===== src/rtl/disp_write_sched.sv =====
// Display register write scheduler.
// Two requesters (processor, game logic) post register writes. Writes are
// queued in a small in-order FIFO and released to the display register port
// only while the display is in vertical blank. Writes to addresses 6 and up
// are acknowledged but silently dropped.
module disp_write_sched #(
  parameter int DEPTH = 8
) (
  input  logic       clk,
  input  logic       reset,
  input  logic       r0_valid,
  input  logic [3:0] r0_addr,
  input  logic [7:0] r0_data,
  output logic       r0_ready,
  input  logic       r1_valid,
  input  logic [3:0] r1_addr,
  input  logic [7:0] r1_data,
  output logic       r1_ready,
  input  logic       vblank,
  output logic       dsp_chipselect,
  output logic       dsp_write,
  output logic [3:0] dsp_address,
  output logic [7:0] dsp_writedata,
  output logic [4:0] pending,
  output logic       frame_tick,
  output logic       overflow_err
);

  localparam int PW = $clog2(DEPTH);

  typedef enum logic [1:0] {IDLE, WAIT_BLANK, DRAIN} state_t;

  state_t        state;
  logic [11:0]   mem [DEPTH];
  logic [PW-1:0] wr_ptr;
  logic [PW-1:0] rd_ptr;
  logic [4:0]    count;
  logic [4:0]    count_next;
  logic          last_r1;
  logic          vblank_d;

  logic          full;
  logic          sel_r1;
  logic          accept;
  logic [3:0]    acc_addr;
  logic [7:0]    acc_data;
  logic          push;
  logic          pop;
  logic [11:0]   head_p0;

  // Full is judged on registered occupancy, so a same-cycle pop never
  // frees a slot for the requesters.
  assign full = (count == 5'(DEPTH));

  // Round-robin: with both requesting, the one not granted last wins.
  assign sel_r1   = r1_valid & (~r0_valid | ~last_r1);
  assign r0_ready = r0_valid & ~sel_r1 & ~full;
  assign r1_ready = sel_r1 & ~full;
  assign accept   = (r0_valid | r1_valid) & ~full;
  assign acc_addr = sel_r1 ? r1_addr : r0_addr;
  assign acc_data = sel_r1 ? r1_data : r0_data;

  // Addresses 6..15 complete the handshake but never enter the queue.
  assign push       = accept & (acc_addr < 4'd6);
  assign pop        = (state == DRAIN) & vblank & (count != 5'd0);
  assign count_next = count + {4'd0, push} - {4'd0, pop};
  assign head_p0    = mem[rd_ptr];

  assign pending    = count;
  assign frame_tick = vblank & ~vblank_d;

  // Queue bookkeeping, arbitration pointer, sticky overflow and blank edge history.
  always_ff @(posedge clk or posedge reset) begin
    if (reset) begin
      count        <= 5'd0;
      wr_ptr       <= '0;
      rd_ptr       <= '0;
      last_r1      <= 1'b1;
      overflow_err <= 1'b0;
      vblank_d     <= 1'b1;
    end else begin
      count <= count_next;
      if (push) wr_ptr <= wr_ptr + PW'(1);
      if (pop)  rd_ptr <= rd_ptr + PW'(1);
      if (accept) last_r1 <= sel_r1;
      if ((r0_valid | r1_valid) & full) overflow_err <= 1'b1;
      vblank_d <= vblank;
    end
  end

  // Queue storage; contents are don't-care while the slot is empty.
  always_ff @(posedge clk) begin
    if (push) mem[wr_ptr] <= {acc_addr, acc_data};
  end

  // Blank-gated drain sequencer with registered display-port outputs.
  always_ff @(posedge clk or posedge reset) begin
    if (reset) begin
      state          <= IDLE;
      dsp_chipselect <= 1'b0;
      dsp_write      <= 1'b0;
      dsp_address    <= 4'd0;
      dsp_writedata  <= 8'd0;
    end else begin
      // stage p0 -> output: popped head lands on the display port next cycle
      dsp_chipselect <= pop;
      dsp_write      <= pop;
      if (pop) begin
        dsp_address   <= head_p0[11:8];
        dsp_writedata <= head_p0[7:0];
      end
      case (state)
        IDLE: begin
          if (count != 5'd0) state <= vblank ? DRAIN : WAIT_BLANK;
        end
        WAIT_BLANK: begin
          if (vblank) state <= DRAIN;
        end
        DRAIN: begin
          if (!vblank)                 state <= (count != 5'd0) ? WAIT_BLANK : IDLE;
          else if (count_next == 5'd0) state <= IDLE;
        end
        default: state <= IDLE;
      endcase
    end
  end

endmodule


===== config.mk =====
export PLATFORM = sky130hd
export DESIGN_NAME = disp_write_sched
export DESIGN_NICKNAME = d
export VERILOG_FILES = /design/src/rtl/disp_write_sched.sv
export SDC_FILE = /design/constraint.sdc
export NUM_CORES = 1
export LEC_CHECK = 0
export CAP_MARGIN = 40
export CORE_MARGIN = 3
export CORE_UTILIZATION = 59
export CTS_BUF_LIST = sky130_fd_sc_hd__clkbuf_8
export DETAILED_ROUTE_END_ITERATION = 12
export HOLD_SLACK_MARGIN = 0.06
export PLACE_DENSITY = 0.82
export SYNTH_ARGS = -nofsm -noshare
export SYNTH_HDL_FRONTEND = slang
export SYNTH_SLANG_ARGS = --single-unit

===== constraint.sdc =====
create_clock -name clk -period 3.15 [get_ports clk]
set_input_delay 0.945 -clock clk [delete_from_list [all_inputs] [get_ports clk]]
set_output_delay 0.945 -clock clk [all_outputs]
set_load 0.03 [all_outputs]

==> metrics.csv <==
stage;metric;value;unit
cts;# hold bufs at CTS;0;
logic_synthesis;Main synth FF type;edfxtp_1;
logic_synthesis;Post-Syn Area per Cell;18.1;sq um
cts;TritonCTS clock tree;built;
logic_synthesis;Netlist cell types;40;
cts;clk buf depth;2;
drt;Routed WL per cell;21.2;um
global_routing;total grt overflow;0;
cells_and_area;Layout Cells excl Fill;488;
floorplanning;die area;0.00991;sq mm
sta;Final setup violation count;0;
global_routing;global-route wire length before repair;16.1;mm
critical_path;critical path class;in -> reg;
cells_and_area;Antenna Diode Count;0;
logic_synthesis;Mapped Cells;285;
logic_synthesis;top cell type's share of synthesized area;0.558;
logic_synthesis;most frequent cell after synthesis;edfxtp_1;
cts;Sink Count;125;
drt;initial DRC count;193;
sta;clock skew;0.0148;ns
logic_synthesis;EDFF count, synth;96;
critical_path;CP max stage cell;fa_2;
critical_path;reg2reg path depth;14;
critical_path;Setup crit start;r1_valid;
sta;fin. max-slew vios;0;
drt;final wirelength;10.4;mm
logic_synthesis;fraction of registers with async set/reset;0.232;
cts;root buf cell;clkbuf_8;
sta;setup ws final;0.0313;ns
sta;Final Hold Vio Count;0;
logic_synthesis;commonest cells in the netlist;edfxtp_1, dfrtp_1, nor2_1, mux4_2, a21oi_1;
logic_synthesis;sequential cell area fraction in the yosys report;0.699;
placed_design;Placed Instances;453;
critical_path;Critical Path Sink Type;flip-flop;
floorplanning;Die W;99.6;um
cells_and_area;Fill cells;451;
cts;TritonCTS Buffers;17;
sta;Tmin final;3.12;ns
power;worst ir drop on vdd;0.000477;V
placed_design;Port Buffers;51;
cts;Worst-Skew Late Latency;0.42;ns
logic_synthesis;Synth area leader;edfxtp_1;
cells_and_area;Area growth, synth to finish;26.4;%
sta;Worst slew margin;0.455;
power;Leak Pwr;2.39;nW
worst_hold_path;Min-Delay Path Class;reg -> reg;
run;Max-Cap Viols;0;
placed_design;HPWL after DPL;6.07;mm
logic_synthesis;synth top area cells;edfxtp_1, dfrtp_1, mux4_2, mux2_2, mux2i_1;
drt;DRC Markers;0;
power;Pwr per Cell Area;935;mW/mm^2
critical_path;destination of the critical timing path;state[1];
floorplanning;Starting Density;0.619;
logic_synthesis;Syn Nets;324;
sta;highest clock rate;321;MHz
cts;CTS H-tree lvls;4;
sta;Worst-Margin Slew;0.817;ns
critical_path;Critical R2R Capture;state[1];
cells_and_area;proportion of layout cells with a drive suffix above 1;0.285;
global_routing;largest net degree at the start of global routing;30;
global_routing;initial antenna violation count;0;
sta;fin crit share;0.990;
logic_synthesis;Post-Syn Area;0.00516;sq mm
critical_path;slowest stage delay, CP;0.34;ns
global_routing;All-Layer GR Usage;0.224;
critical_path;cells along the critical path;dlygate4sd2_1 > buf_4 > nand2b_4 > a32oi_2 > a21oi_4 > inv_1 > ha_1 > inv_1 > ha_2 > inv_2 > fa_2 > nand2b_4 > a21oi_4 > xnor2_2 > nor4_1 > o32ai_1;
critical_path;reg2reg setup slack;0.30;ns
placed_design;RePlAce Congestion;0.772;
global_routing;vias in the first global route;2941;
floorplanning;die height;99.6;um
cts;clock-pin slew on the worst setup and hold paths;0.07;ns
run_status;status;finished, final reports clean;
critical_path;Data arrival, critical path;3.40;ns
worst_hold_path;Hold Crit Depth;1;
drt;Pre-antenna DRT Iters;4;
drt;ANT nets after route;0;
critical_path;worst r2r src;last_r1;
drt;via count;2794;
cells_and_area;nets;409;
critical_path;CP required;3.43;ns
floorplanning;IO Count;52;
critical_path;Critical Path Start Type;input pin;
logic_synthesis;YS warnings;0;
drt;vias per cell;5.73;
placed_design;pre-CTS setup slack;-0.532;ns
floorplanning;# rows;33;
critical_path;crit path max fanout;3;
logic_synthesis;flop and latch count out of synthesis;125;
floorplanning;area of the core;0.00834;sq mm
-- sequential cells by signal, indices dropped and copies added (netlist names) --
register / cells
mem: 96
dsp_writedata: 8
pending: 5
dsp_address: 4
rd_ptr: 3
wr_ptr: 3
state: 2
dsp_write: 1
last_r1: 1
overflow_err: 1
vblank_d: 1
-- worst min path at each step --
| stage | slack, ns | end | start |
|---|---|---|---|
| 2_1_floorplan | 0.44 | state[0] | state[0] |
| 3_3_place_gp | 0.46 | state[0] | state[0] |
| 3_5_place_dp | 0.46 | state[0] | state[1] |
| 4_1_cts | 0.47 | state[0] | state[1] |
| 5_1_grt | 0.49 | state[0] | state[0] |
| 6_report | 0.49 | overflow_err | overflow_err |
-- placed cells by master, fill, tap and decap left out, drive strengths merged, types with 2 or more instances in the layout --
cell / count
edfxtp: 96
clkdlybuf4s50: 40
buf: 30
dfrtp: 27
mux4: 24
nor2: 23
clkbuf: 19
a21oi: 18
mux2: 14
inv: 13
mux2i: 12
ha: 9
nand2: 8
dlygate4sd2: 7
bufinv: 6
nand2b: 6
xor2: 4
xnor2: 4
nor3: 3
nor2b: 2
clkinvlp: 2
dfstp: 2
clkinv: 2
-- worst max-delay path: cells and delay by family --
| family | cells | cell delay (ns) |
|---|---|---|
| compound gates | 4 | 0.54 |
| buf+inv | 5 | 0.55 |
| fa+ha+maj | 3 | 0.82 |
| xor+xnor | 1 | 0.10 |
| simple gates | 3 | 0.42 |
-- per-layer routing --
layer / track usage / vias up / part of all wire
met5: 0 / - / 0
met4: 0.0851 / 0 / 0.016
met3: 0.0582 / 17 / 0.045
met2: 0.380 / 86 / 0.53
met1: 0.280 / 1422 / 0.41
li1: - / 1269 / -
-- kinds of logic (layout without fill, tap and decap cells) --
| kind of cell | Yosys count | after routing | share of synthesized area |
|---|---|---|---|
| flip-flops | 125 | 125 | 0.699 |
| multiplexers | 50 | 50 | 0.161 |
| AND/OR/NAND/NOR | 45 | 45 | 0.0422 |
| AO/OA/AOI/OAI | 25 | 25 | 0.0330 |
| buffers and inverters | 22 | 120 | 0.0252 |
| adder cells (fa/ha/maj) | 10 | 10 | 0.0257 |
| XOR/XNOR | 8 | 8 | 0.0136 |
-- final cells by class --
class                           instances  area, sq um  share of cell area
Sequential cell                       125         3610               0.553
Multi-Input combinational cell        138         1480               0.227
Timing Repair Buffer                   78          786               0.120
Clock buffer                           19          262              0.0401
Clock inverter                         13          220              0.0337
Tap cell                              105          131              0.0201
Inverter                               10         37.5             0.00575
-- per-stage QoR --
stage | utilization | area, sq um | hold slack (ns) | TNS [ns] | power [mW]
after floorplan | - | 5180 | 0.436 | 0 | 3.73
after CTS | 0.779 | 6500 | 0.470 | 0 | 6.06
final | 0.783 | 6530 | 0.485 | 0 | 6.11
after global placement | 0.719 | 5990 | 0.455 | -0.687 | 4.27
after detailed placement | 0.719 | 5990 | 0.460 | -1.05 | 4.34
after global routing | 0.783 | 6530 | 0.490 | -0.0720 | 6.39
-- power breakdown --
group | switching [mW] | leakage, nW | internal, mW
combinational | 1.12 | 0.953 | 1.01
clock | 0.602 | 0.242 | 1.06
sequential | 0.216 | 1.20 | 2.10
-- repair_timing --
item	CTS	global route
pin swaps	8	6
setup buffers	1	2
setup endpoints to repair	3	1
gates resized for setup	16	2
Power figures use the tool's default switching activity.
